===== config.mk =====
export PLATFORM = sky130hd
export DESIGN_NAME = adder64_carry_select
export DESIGN_NICKNAME = d
export VERILOG_FILES = /design/src/rtl/adder64_carry_select.sv
export SDC_FILE = /design/constraint.sdc
export NUM_CORES = 1
export LEC_CHECK = 0
export ABC_AREA = 1
export CAP_MARGIN = 20
export CORE_UTILIZATION = 45
export CTS_BUF_LIST = sky130_fd_sc_hd__clkbuf_8
export DETAILED_ROUTE_END_ITERATION = 6
export GPL_TIMING_DRIVEN = 0
export HOLD_SLACK_MARGIN = 0.1
export MAX_ROUTING_LAYER = met4
export PLACE_DENSITY = 0.73
export SYNTH_ARGS = -nofsm -noshare
export SYNTH_HDL_FRONTEND = slang
export SYNTH_SLANG_ARGS = --single-unit

===== constraint.sdc =====
create_clock -name clk -period 42.9 [get_ports clk]
set_clock_uncertainty 0.2 [all_clocks]
set_input_delay 6.435 -clock clk [delete_from_list [all_inputs] [get_ports clk]]
set_output_delay 6.435 -clock clk [all_outputs]
set_load 0.01 [all_outputs]

===== src/rtl/adder64_carry_select.sv =====
// adder64_carry_select: ripple-carry and two-stage carry-select adders plus a
// behavioural golden sum, all registered together with per-path mismatch flags.
// SPLIT must satisfy 0 < SPLIT < WIDTH; the lower carry-select stage is [SPLIT-1:0].
module adder64_carry_select #(
  parameter int WIDTH = 64,
  parameter int SPLIT = 32
) (
  input  logic             clk,
  input  logic             rst,
  input  logic [WIDTH-1:0] a,
  input  logic [WIDTH-1:0] b,
  input  logic             cin,
  output logic [WIDTH-1:0] s_ripple,
  output logic             cout_ripple,
  output logic [WIDTH-1:0] s_csel,
  output logic             cout_csel,
  output logic [WIDTH-1:0] s_ref,
  output logic             cout_ref,
  output logic             err_ripple,
  output logic             err_csel
);

  localparam int UW = WIDTH - SPLIT;

  // ripple-carry path
  logic [WIDTH:0]   w_rc;
  logic [WIDTH-1:0] w_rs;

  // carry-select path: lower stage plus two speculative upper stages
  logic [SPLIT:0]   w_lc;
  logic [SPLIT-1:0] w_ls;
  logic [UW:0]      w_u0c;
  logic [UW:0]      w_u1c;
  logic [UW-1:0]    w_u0s;
  logic [UW-1:0]    w_u1s;
  logic [UW-1:0]    w_us;
  logic             w_cl;
  logic             w_cs_cout;

  // golden model and comparison
  logic [WIDTH:0]   w_ref;
  logic             w_err_ripple;
  logic             w_err_csel;

  // output registers
  logic [WIDTH-1:0] r_s_ripple;
  logic             r_cout_ripple;
  logic [WIDTH-1:0] r_s_csel;
  logic             r_cout_csel;
  logic [WIDTH-1:0] r_s_ref;
  logic             r_cout_ref;
  logic             r_err_ripple;
  logic             r_err_csel;

  assign w_rc[0] = cin;

  for (genvar i = 0; i < WIDTH; i++) begin : g_rca
    assign w_rs[i]   = a[i] ^ b[i] ^ w_rc[i];
    assign w_rc[i+1] = (a[i] & b[i]) | (a[i] & w_rc[i]) | (b[i] & w_rc[i]);
  end

  assign w_lc[0] = cin;

  for (genvar i = 0; i < SPLIT; i++) begin : g_lo
    assign w_ls[i]   = a[i] ^ b[i] ^ w_lc[i];
    assign w_lc[i+1] = (a[i] & b[i]) | (a[i] & w_lc[i]) | (b[i] & w_lc[i]);
  end

  assign w_cl     = w_lc[SPLIT];
  assign w_u0c[0] = 1'b0;
  assign w_u1c[0] = 1'b1;

  for (genvar i = 0; i < UW; i++) begin : g_hi
    assign w_u0s[i]   = a[SPLIT+i] ^ b[SPLIT+i] ^ w_u0c[i];
    assign w_u0c[i+1] = (a[SPLIT+i] & b[SPLIT+i]) | (a[SPLIT+i] & w_u0c[i]) |
                        (b[SPLIT+i] & w_u0c[i]);
    assign w_u1s[i]   = a[SPLIT+i] ^ b[SPLIT+i] ^ w_u1c[i];
    assign w_u1c[i+1] = (a[SPLIT+i] & b[SPLIT+i]) | (a[SPLIT+i] & w_u1c[i]) |
                        (b[SPLIT+i] & w_u1c[i]);
    // lower-stage carry picks which speculative upper bit is real
    assign w_us[i]    = w_cl ? w_u1s[i] : w_u0s[i];
  end

  assign w_cs_cout = w_cl ? w_u1c[UW] : w_u0c[UW];

  assign w_ref = {1'b0, a} + {1'b0, b} + {{WIDTH{1'b0}}, cin};

  // full WIDTH+1 bit compare so a wrong carry-out is caught as well as a wrong sum
  assign w_err_ripple = ({w_rc[WIDTH], w_rs} != w_ref);
  assign w_err_csel   = ({w_cs_cout, w_us, w_ls} != w_ref);

  // register all results and flags from the same cycle; reset clears everything
  always_ff @(posedge clk) begin
    if (rst) begin
      r_s_ripple    <= '0;
      r_cout_ripple <= 1'b0;
      r_s_csel      <= '0;
      r_cout_csel   <= 1'b0;
      r_s_ref       <= '0;
      r_cout_ref    <= 1'b0;
      r_err_ripple  <= 1'b0;
      r_err_csel    <= 1'b0;
    end else begin
      r_s_ripple    <= w_rs;
      r_cout_ripple <= w_rc[WIDTH];
      r_s_csel      <= {w_us, w_ls};
      r_cout_csel   <= w_cs_cout;
      r_s_ref       <= w_ref[WIDTH-1:0];
      r_cout_ref    <= w_ref[WIDTH];
      r_err_ripple  <= w_err_ripple;
      r_err_csel    <= w_err_csel;
    end
  end

  assign s_ripple    = r_s_ripple;
  assign cout_ripple = r_cout_ripple;
  assign s_csel      = r_s_csel;
  assign cout_csel   = r_cout_csel;
  assign s_ref       = r_s_ref;
  assign cout_ref    = r_cout_ref;
  assign err_ripple  = r_err_ripple;
  assign err_csel    = r_err_csel;

endmodule


=== Word-level counts from Yosys, hierarchy flattened ===
Cells that the tools add are included.
Widths: inputs -> output; s select.

* Bits in registers: 197
* Input bits: 131
* Output and inout bits: 197

* Add/subtract/negate cells: 2
* Equal/unequal tests: 2
* Muxes and demuxes: 33
* Bitwise gates (word level): 761

{| class="wikitable"
|+ Operators by type and width
! kind !! count
|-
| $and 1x1->1 || 316
|-
| $or 1x1->1 || 254
|-
| $xor 1x1->1 || 190
|-
| $ne 65x65->1 || 2
|-
| $add 64x64->65 || 1
|-
| $add 65x1->65 || 1
|-
| $mux 1 || 33
|-
| $not 1->1 || 1
|}

=== Longest topological paths before layout ===
* Depth after elaboration: 193
* Gate-level depth with buffers: 72
* Gate-level depth less buffers: 72

=== Worst setup path before layout ===
Ideal clock, no wire load.

* Path type: input-to-reg
* Start: input a[0]
* End: register r_err_ripple (netlist: err_ripple)
* Arrival time: 31.964 ns
* Slack: 10.623 ns
* Stages: 72
* Path through: inv_1 > fa_1 > fa_1 > fa_1 > fa_1 > fa_1 > fa_1 > fa_1 > fa_1 > fa_1 > fa_1 > fa_1 > fa_1 > fa_1 > fa_1 > fa_1 > fa_1 > fa_1 > (+36 left out) > fa_1 > fa_1 > fa_1 > fa_1 > fa_1 > fa_1 > fa_1 > fa_1 > fa_1 > fa_1 > fa_1 > a21oi_1 > o2111ai_1 > or4_1 > nor4_1 > nand3_1 > o21ai_1 > inv_1

* Longest elaborated chain between the ends: 193

{| class="wikitable"
|+ RTL lines
! item !! line !! source
|-
| start: declaration || 10 || <nowiki>input logic [WIDTH-1:0] a,</nowiki>
|-
| $and 1x1->1 || 59 || <nowiki>assign w_rc[i+1] = (a[i] & b[i]) | (a[i] & w_rc[i]) | (b[i] & w_rc[i]);</nowiki>
|-
| $or 1x1->1 (2 in a row) || 59 ||
|-
| $and 1x1->1 || 59 ||
|-
| $or 1x1->1 (2 in a row) || 59 ||
|-
| $and 1x1->1 || 59 ||
|-
| $or 1x1->1 (2 in a row) || 59 ||
|-
| $and 1x1->1 || 59 ||
|-
| $or 1x1->1 (2 in a row) || 59 ||
|-
| (+169 left out) || - ||
|-
| $or 1x1->1 (2 in a row) || 59 ||
|-
| $and 1x1->1 || 59 ||
|-
| $or 1x1->1 (2 in a row) || 59 ||
|-
| $and 1x1->1 || 59 ||
|-
| $or 1x1->1 (2 in a row) || 59 ||
|-
| $and 1x1->1 || 59 ||
|-
| $or 1x1->1 (2 in a row) || 59 ||
|-
| $ne 65x65->1 (*) || 89 || <nowiki>assign w_err_ripple = ({w_rc[WIDTH], w_rs} != w_ref);</nowiki>
|-
| end signal: assignment || 110 || <nowiki>r_err_ripple <= w_err_ripple;</nowiki>
|-
| end: declaration || 52 || <nowiki>logic r_err_ripple;</nowiki>
|}

Mark *: on every way between the ends. The rest lies on a longest branch, timed or not.
A chain may end at the register's enable or synchronous reset.

=== Worst setup path in the final report ===
Same ends and word-level chain as after synthesis.

==> reports/qor.txt <==
via count - 12.1k
crit-path most repeated cell - fa_1
First-pass DRT Iterations - 5
CP Max Fanout - 3
Die W - 167 um
global placer's final weighted congestion - 0.935
initial antenna violation count - 3
syn nets - 2,001
# resized after CTS - 0
clock sinks - 163
Mapped Cells - 1,741
Peak Freq - 0.0293 GHz
clk root buf - clkbuf_8
synth top area cells - dfxtp_1 27%, fa_1 11%, nand2_1 10%
EDFF count, synth - 0
HP Class - input pin to flop
met3 wire len - 2.23 mm
port buffer count - 326
VDD IR max - 0.0178 mV
Initial Utilization - 45.7%
largest net degree at the start of global routing - 18
P&R area growth vs syn - 33.4%
CTS clk-pin slew, worst paths - 110 ps
run status - finished, final reports clean
slowest stage cell, crit path - fa_1
list of most frequent post-synthesis cells - 341 x nand2_1, 328 x inv_1, 226 x nor2_1, 163 x dfxtp_1, 96 x a21oi_1
Max-slew headroom - 46.8%
Slew Viols, Final - 0
area of the die - 27,900 um2
die height - 167 um
critical path required time - 43,050 ps
RSZ-0062 raised after global routing - false
most common cell in the netlist - nand2_1
cts bufs inserted - 17
Final setup viols - 0
Worst-Margin Slew - 798 ps
Met1 Routed Length - 16.4 mm
Placed Instance Area - 15,900 um2
Crit. End Element - flop
Synth Register Bits - 163
Static Leak - 8.06 nW
asr flop ratio synth - 0%
grt ovf - 0
type of origin of the critical path - input pin
Yosys top cell area share - 26.6%
Post-Layout Inst Area - 16,400 um2
maxcap violations - 0
average cell area after synthesis - 7.04 um2
Yosys cell types - 48
number of synthesis warnings - 0
total setup buffers inserted after CTS - 0
Worst Setup Path Type - input pin to flop
Final WS setup - 8720 ps
H-tree Lvls - 4
CTS tree - built
antenna-violating nets left - 0
Max clock buf depth - 2
Top Ports - 328
Seq/Total Area, Yosys - 26.6%
CP max stage delay - 500 ps
CTS Hold Bufs - 0
core footprint - 26,800 um2
Post-Route Setup TNS - 0 ps
Via density - 4.95
ratio of cells with drive above 1 in the final layout - 4.38%
post-route clock period utilization - 79.7%
Cell Area, Synth - 12,300 um2
gr usage total - 28.7%
Routed WL - 38.6 mm
minimum clock period - 34,180 ps
DRC viols - 0
Top Layer Used - met4
Rows - 60
hpwl dp - 32.7 mm
dpl ws - 8330 ps
top_reg_cell synth - dfxtp_1
Final Hold Vio Count - 0
first-pass GRT wire length - 60.8 mm
initial DRC count - 789
PD cells - 34.4 nW/um2
Avg WL per Cell - 15.8 um
routed length on met2 - 18.6 mm
vias in the first global route - 12.0k
post-synth top area cell - dfxtp_1
fin nets - 2,346
WP data arrival - 34,330 ps
[state kept, by name, indices dropped and copies added, names as in the netlist]
signal / cells
cout_ref: 1
s_ref: 63
s_ripple: 63
err_csel: 1
err_ripple: 1
cout_csel: 1
cout_ripple: 1
s_csel: 32
[path summary, 6_finish.rpt]
kind / slack, ps / cells after the start / endpoint / startpoint
max: 8720 / 73 / err_ripple / a[0]
min: 6460 / 3 / s_ref[21] / rst
[cells by family (layout without fill, tap and decap cells)]
family	Yosys count	count (layout)	share of synthesized area, %
adders and majority gates	129	129	17.1
and+or+nand+nor	699	699	23.4
other	0	3	0
DFF	163	163	26.6
AOI/OAI and AO/OA	220	220	10.2
buffers and inverters	405	763	13.5
xor gates and xnor gates	125	125	9.04
[area by class of cell]
| cell class | count | area [um2] |
|---|---|---|
| Inverter | 336 | 1260 |
| Sequential cell | 163 | 3260 |
| Fill cell | 2517 | 10400 |
| Timing Repair Buffer | 326 | 3260 |
| Clock inverter | 14 | 155 |
| Buffer | 69 | 399 |
| Clock buffer | 18 | 248 |
| Multi-Input combinational cell | 1173 | 7330 |
| Antenna cell | 3 | 7.51 |
| Tap cell | 341 | 427 |
[power breakdown]
group,switching [mW],total [mW],internal (mW)
clock network,0.0691,0.120,0.0508
logic,0.142,0.263,0.121
registers,0.00766,0.180,0.172
[cell usage in the layout (no fill, tap or decap), types with 26 or more instances in the layout]
cell / instances
ha_1: 64
clkdlybuf4s50_1: 326
buf_4: 37
o21ai_0: 51
xnor2_1: 40
nand3_1: 63
clkbuf_1: 26
fa_1: 65
dfxtp_1: 163
xor2_1: 84
a21oi_1: 96
inv_1: 328
nand2_1: 341
nor2_1: 226
[routing by layer]
metal | global-route usage (%) | vias to the layer above
li1 | - | 6053
met1 | 34.6 | 5509
met2 | 49.0 | 459
met3 | 2.90 | 71
met4 | 12.0 | 0
met5 | - | -
[critical path: cells and delay by family]
kind            cells  cell delay [ps]
compound gates      3              430
fa+ha+maj          64            26100
buf+inv             3              590
simple gates        3              780
[metrics by stage]
step | utilization, % | hold WS (ps) | instances | power [mW]
3_3_place_gp | 59.5 | 6960 | 2408 | 0.441
2_1_floorplan | - | 6510 | 1741 | 0.336
6_report | 61.0 | 6460 | 2443 | 0.563
3_5_place_dp | 59.5 | 6960 | 2408 | 0.444
4_1_cts | 61.0 | 6460 | 2440 | 0.564
5_1_grt | 61.0 | 6490 | 2443 | 0.598
Note: power is estimated with default switching activity, not from simulation.
